--- src/rtl/sd_seq_check.sv ---
// Sequence checker for a srdy/drdy stream: tracks a per-tag running count,
// flags sequence mismatches and hold-rule violations, and paces c_drdy from a fixed pattern.
//
// state  | meaning
// UNSYNC | no transfer seen for this tag since reset; next count is adopted
// SYNC   | exp[] holds the count the next transfer of this tag must carry
module sd_seq_check #(
    parameter int                 width    = 8,
    parameter int                 tag_sz   = 1,
    parameter int                 pat_dep  = 8,
    parameter logic [pat_dep-1:0] drdy_pat = {pat_dep{1'b1}}
) (
    input  logic             clk,
    input  logic             reset,
    input  logic             c_srdy,
    output logic             c_drdy,
    input  logic [width-1:0] c_data,
    output logic             err,
    output logic             proto_err,
    output logic [15:0]      err_count,
    output logic [15:0]      proto_count,
    output logic [31:0]      xfer_count
);

    localparam int count_sz = width - tag_sz;
    localparam int num_tags = 1 << tag_sz;
    localparam int pp_w     = (pat_dep > 1) ? $clog2(pat_dep) : 1;

    typedef enum logic {
        UNSYNC = 1'b0,
        SYNC   = 1'b1
    } sync_e;

    logic [pp_w-1:0]     dpp_q, dpp_d;
    logic                drdy_q, drdy_d;
    sync_e               sync_q [num_tags];
    sync_e               sync_d [num_tags];
    logic [count_sz-1:0] exp_q  [num_tags];
    logic [count_sz-1:0] exp_d  [num_tags];
    logic                err_q, err_d;
    logic                proto_err_q, proto_err_d;
    logic [15:0]         err_count_q, err_count_d;
    logic [15:0]         proto_count_q, proto_count_d;
    logic [31:0]         xfer_count_q, xfer_count_d;
    logic                stall_q, stall_d;
    logic [width-1:0]    hold_data_q, hold_data_d;

    logic                xfer;
    logic [tag_sz-1:0]   tag;
    logic [count_sz-1:0] count;
    logic                hold_viol;

    always_comb begin
        xfer  = c_srdy & drdy_q;
        tag   = c_data[width-1 -: tag_sz];
        count = c_data[count_sz-1:0];

        dpp_d  = (dpp_q == pp_w'(pat_dep - 1)) ? '0 : dpp_q + 1'b1;
        drdy_d = drdy_pat[dpp_q];

        sync_d = sync_q;
        exp_d  = exp_q;
        err_d  = 1'b0;
        if (xfer) begin
            case (sync_q[tag])
                UNSYNC: begin
                    sync_d[tag] = SYNC;
                    exp_d[tag]  = count + count_sz'(1);
                end
                SYNC: begin
                    if (count == exp_q[tag]) begin
                        exp_d[tag] = exp_q[tag] + count_sz'(1);
                    end else begin
                        err_d      = 1'b1;
                        exp_d[tag] = count + count_sz'(1);
                    end
                end
                default: sync_d[tag] = UNSYNC;
            endcase
        end

        // A stalled offer must be repeated unchanged on the next cycle.
        hold_viol   = stall_q & (~c_srdy | (c_data != hold_data_q));
        proto_err_d = hold_viol;
        stall_d     = c_srdy & ~drdy_q;
        hold_data_d = c_data;

        err_count_d   = (err_d && err_count_q != 16'hFFFF) ? err_count_q + 16'd1 : err_count_q;
        proto_count_d = (hold_viol && proto_count_q != 16'hFFFF) ? proto_count_q + 16'd1
                                                                  : proto_count_q;
        xfer_count_d  = xfer ? xfer_count_q + 32'd1 : xfer_count_q;
    end

    always_ff @(posedge clk) begin
        if (reset) begin
            dpp_q         <= '0;
            drdy_q        <= 1'b0;
            sync_q        <= '{default: UNSYNC};
            exp_q         <= '{default: '0};
            err_q         <= 1'b0;
            proto_err_q   <= 1'b0;
            err_count_q   <= 16'd0;
            proto_count_q <= 16'd0;
            xfer_count_q  <= 32'd0;
            stall_q       <= 1'b0;
            hold_data_q   <= '0;
        end else begin
            dpp_q         <= dpp_d;
            drdy_q        <= drdy_d;
            sync_q        <= sync_d;
            exp_q         <= exp_d;
            err_q         <= err_d;
            proto_err_q   <= proto_err_d;
            err_count_q   <= err_count_d;
            proto_count_q <= proto_count_d;
            xfer_count_q  <= xfer_count_d;
            stall_q       <= stall_d;
            hold_data_q   <= hold_data_d;
        end
    end

    assign c_drdy      = drdy_q;
    assign err         = err_q;
    assign proto_err   = proto_err_q;
    assign err_count   = err_count_q;
    assign proto_count = proto_count_q;
    assign xfer_count  = xfer_count_q;

endmodule

--- config.mk ---
export PLATFORM = sky130hd
export DESIGN_NAME = sd_seq_check
export DESIGN_NICKNAME = d
export VERILOG_FILES = /design/src/rtl/sd_seq_check.sv
export SDC_FILE = /design/constraint.sdc
export NUM_CORES = 1
export LEC_CHECK = 0
export BUFFER_PORTS_ARGS = -buffer_cell sky130_fd_sc_hd__buf_2
export CORE_MARGIN = 2
export CORE_UTILIZATION = 50
export CTS_BUF_LIST = sky130_fd_sc_hd__clkbuf_4 sky130_fd_sc_hd__clkbuf_8
export CTS_CLUSTER_DIAMETER = 120
export CTS_CLUSTER_SIZE = 16
export DETAILED_ROUTE_END_ITERATION = 8
export PLACE_DENSITY = 0.74
export SETUP_SLACK_MARGIN = 0.1
export SLEW_MARGIN = 20
export SYNTH_ARGS = -nofsm -noshare
export SYNTH_HDL_FRONTEND = slang
export SYNTH_SLANG_ARGS = --single-unit
--- constraint.sdc ---
create_clock -name clk -period 7.1 [get_ports clk]
set_clock_uncertainty 0.05 [all_clocks]
set_input_delay 1.065 -clock clk [delete_from_list [all_inputs] [get_ports clk]]
set_output_delay 1.065 -clock clk [all_outputs]
set_load 0.005 [all_outputs]
==> impl_metrics.ini <==
[logic_synthesis]
synth-seq-cells = 92
synth_top_family_by_area = simple AND/OR/NAND/NOR gates
yosys-top-cells-count = dfxtp_1 (92), nor2_1 (70), xnor2_1 (37)
synth_fp_nets = 542
avgSynthCellArea_sq_um = 8.46
synth_edf_count = 0
yosys_warnings = 0
ys_types = 46
ys_async_sr_fraction_pct = 0
netlist_instances = 526
yosys-mux-area-fraction_pct = 4.22
synth-simple-area-share_pct = 26.8
synth_compound_gate_area_share_pct = 9.99
synth-seq-area-share_pct = 41.4
ys.flop_type = dfxtp_1
synth_adder_area_share_pct = 1.41
synth-xor-area-share_pct = 12.6
synth_top_area_cell = dfxtp_1
synth.area.top_cells = dfxtp_1 (41%), xnor2_1 (7.3%), nor2_1 (5.9%)
synth.most_common_cell = dfxtp_1
synth_area_sq_um = 4450
synth_top_area_share_pct = 41.4

[global_route]
grt_max_degree = 90
grt.total_usage_pct = 20.5
antenna_found_initial = 0
overflow = 0
grt_pass1_vias = 3457
grt_first_pass_wirelength_microns = 16500

[detailed_routing]
drc = 0
wire_per_inst_microns = 14.3
totalWireLength_microns = 10000
drt_iter0_drc = 108
first_pass_iters = 5
dr_total_vias = 3899
via_per_inst = 5.55
ant_nets = 0

[setup_path]
critPathArrivalTime_ns = 3.62
crit_chain = buf_2, mux2i_2, xor2_1, and4_1, a211o_1, or4_1, a21oi_1
crit_required_ns = 7.33
regToRegSetupSlack_ns = 4.31
cp_slowest_cell = or4_1
rr_startpoint = proto_count[6]
crit_path_max_fanout = 27
r2r_end = proto_count[0]
max_stage_delay_ns = 0.59
cp-end-kind = register
criticalPathCategory = input pin to register
reg2reg_depth = 6
start_kind = input pin

[clocking]
hold_buffers = 0
post_cts_buffers = 0
cts_tree = built
clk_latency_ns = 0.35
root_buffer = clkbuf_8
cts_resized = 0
clkSlewWorstSetupHoldPaths_ns = 0.09
cts_num_sinks = 92
h-tree-depth = 3
cts_buffers = 9
clock_path_buffers = 2

[timing]
fmax_ghz = 0.295
fin_crit_sh_pct = 47.8
slew_viol_final = 0
tightestPinTransition_ns = 0.910
setup_viol = 0
fin_ws_ns = 3.71
rsz0062_at_grt = no
fin_crit_ns = 3.39
hold_slack_ns = 0.436
relSlewSlack_pct = 39.3
final_hold_viol_count = 0
fin_tns_setup_ns = 0

[placed_design]
place_area_sq_um = 4860
dp_hpwl_microns = 7030
dp_cells = 687
post-place-ws_ns = 3.39
place_congestion = 0.900
portBuffers = 77

[final_layout]
stdcell_area_sq_um = 5080
n_antenna_cell = 0
fin_nets = 606
utilization_pct = 58.6
fin_cells = 703
area_delta_synth_final_pct = 14.3
drive_above_1_share_pct = 17.1
fillers = 807

[pwr]
p_switching_mw = 0.237
power_mw = 0.976
vdd_drop_max_uv = 86.6
leakage_nw = 2.00
swShare_pct = 24.3
internal_power_mw = 0.739
seqPwrFrac_pct = 54.5
comb_power_share_pct = 7.1
powerDensity_nw_per_um2 = 192
pwr-share-clk_pct = 38.4

[worst_hold_path]
hold_depth = 2
hold_start = sync_q[1]
hold_path_end = sync_q[1]
hp-class = register to register

[floorplanning]
die_w_microns = 98.3
ios = 78
die_h_microns = 98.3
die_area_sq_um = 9670
start_util_pct = 51.3
rows = 34
design.core.area_sq_um = 8680

[outcome]
status = completed

[job]
drv_cap = 0
[worst max-delay path: cells and delay by family]
family	cells	cell delay, ns
compound gates	2	0.71
xor+xnor	1	0.13
simple gates	2	0.87
buf+inv	1	0.43
mux	1	0.41
[routing by layer]
metal  GRT usage [%]  vias up  wire, microns
met5               0        -              0
met4            5.27        0             59
met3            3.36        5            390
met2            32.0       70           4700
met1            29.5     1863           4880
li1                -     1961              -
[layout by cell type (no fill, tap or decap), drive strengths merged, types with 3 or more instances in the layout]
cell type / instances
xnor2: 37
or3: 14
ha: 5
xor2: 27
o21ai: 21
nor2: 70
nand4: 17
nor3b: 5
and3: 10
and2: 5
buf: 78
or4: 3
mux2i: 15
clkbuf: 12
and4: 4
nand2: 36
a211oi: 7
mux2: 3
a21oi: 30
nor2b: 12
nor4b: 3
dfxtp: 92
inv: 12
nor3: 13
nor4: 8
nand3: 31
o31ai: 5
[worst max path at each step]
stage | from | endpoint | slack [ns] | depth (start not counted)
2_1_floorplan | c_data[7] | err_count[10] | 4.10 | 9
3_3_place_gp | c_data[7] | err_count[13] | 3.40 | 7
3_5_place_dp | c_data[7] | err_count[13] | 3.39 | 7
4_1_cts | c_data[7] | err_count[13] | 3.76 | 7
5_1_grt | c_data[7] | err_count[9] | 3.57 | 7
6_report | c_data[7] | err_count[13] | 3.71 | 7
[layout make-up]
cell class / count / area (sq um) / area share [%]
clock buffers: 12 / 159 / 3.13
clock inverters: 4 / 55.1 / 1.08
inverters: 11 / 41.3 / 0.812
multi-input cells: 398 / 2460 / 48.4
flip-flops and latches: 92 / 1840 / 36.2
well taps: 108 / 135 / 2.66
repair buffers: 78 / 393 / 7.73
[logic make-up after synthesis]
logic type	Yosys count
DFF	92
buffers and inverters	36
muxes	18
AOI/OAI and AO/OA	75
xor gates and xnor gates	64
and+or+nand+nor	236
adders and majority gates	5
[power groups by stage]
stage	sequential (mW)	combinational, mW	clock (mW)
after floorplan	0.543	0.0538	0
after global placement	0.544	0.0671	0
after detailed placement	0.544	0.0684	0
after CTS	0.532	0.0686	0.381
after global routing	0.534	0.0775	0.403
final	0.532	0.0691	0.375
[registers in the layout, indices dropped and copies added, names as in the netlist]
name         cells
stall_q          1
proto_count     16
c_drdy           1
sync_q           2
err              1
exp_q           14
err_count       16
proto_err        1
xfer_count      32
hold_data_q      8
Power figures use the tool's default switching activity.
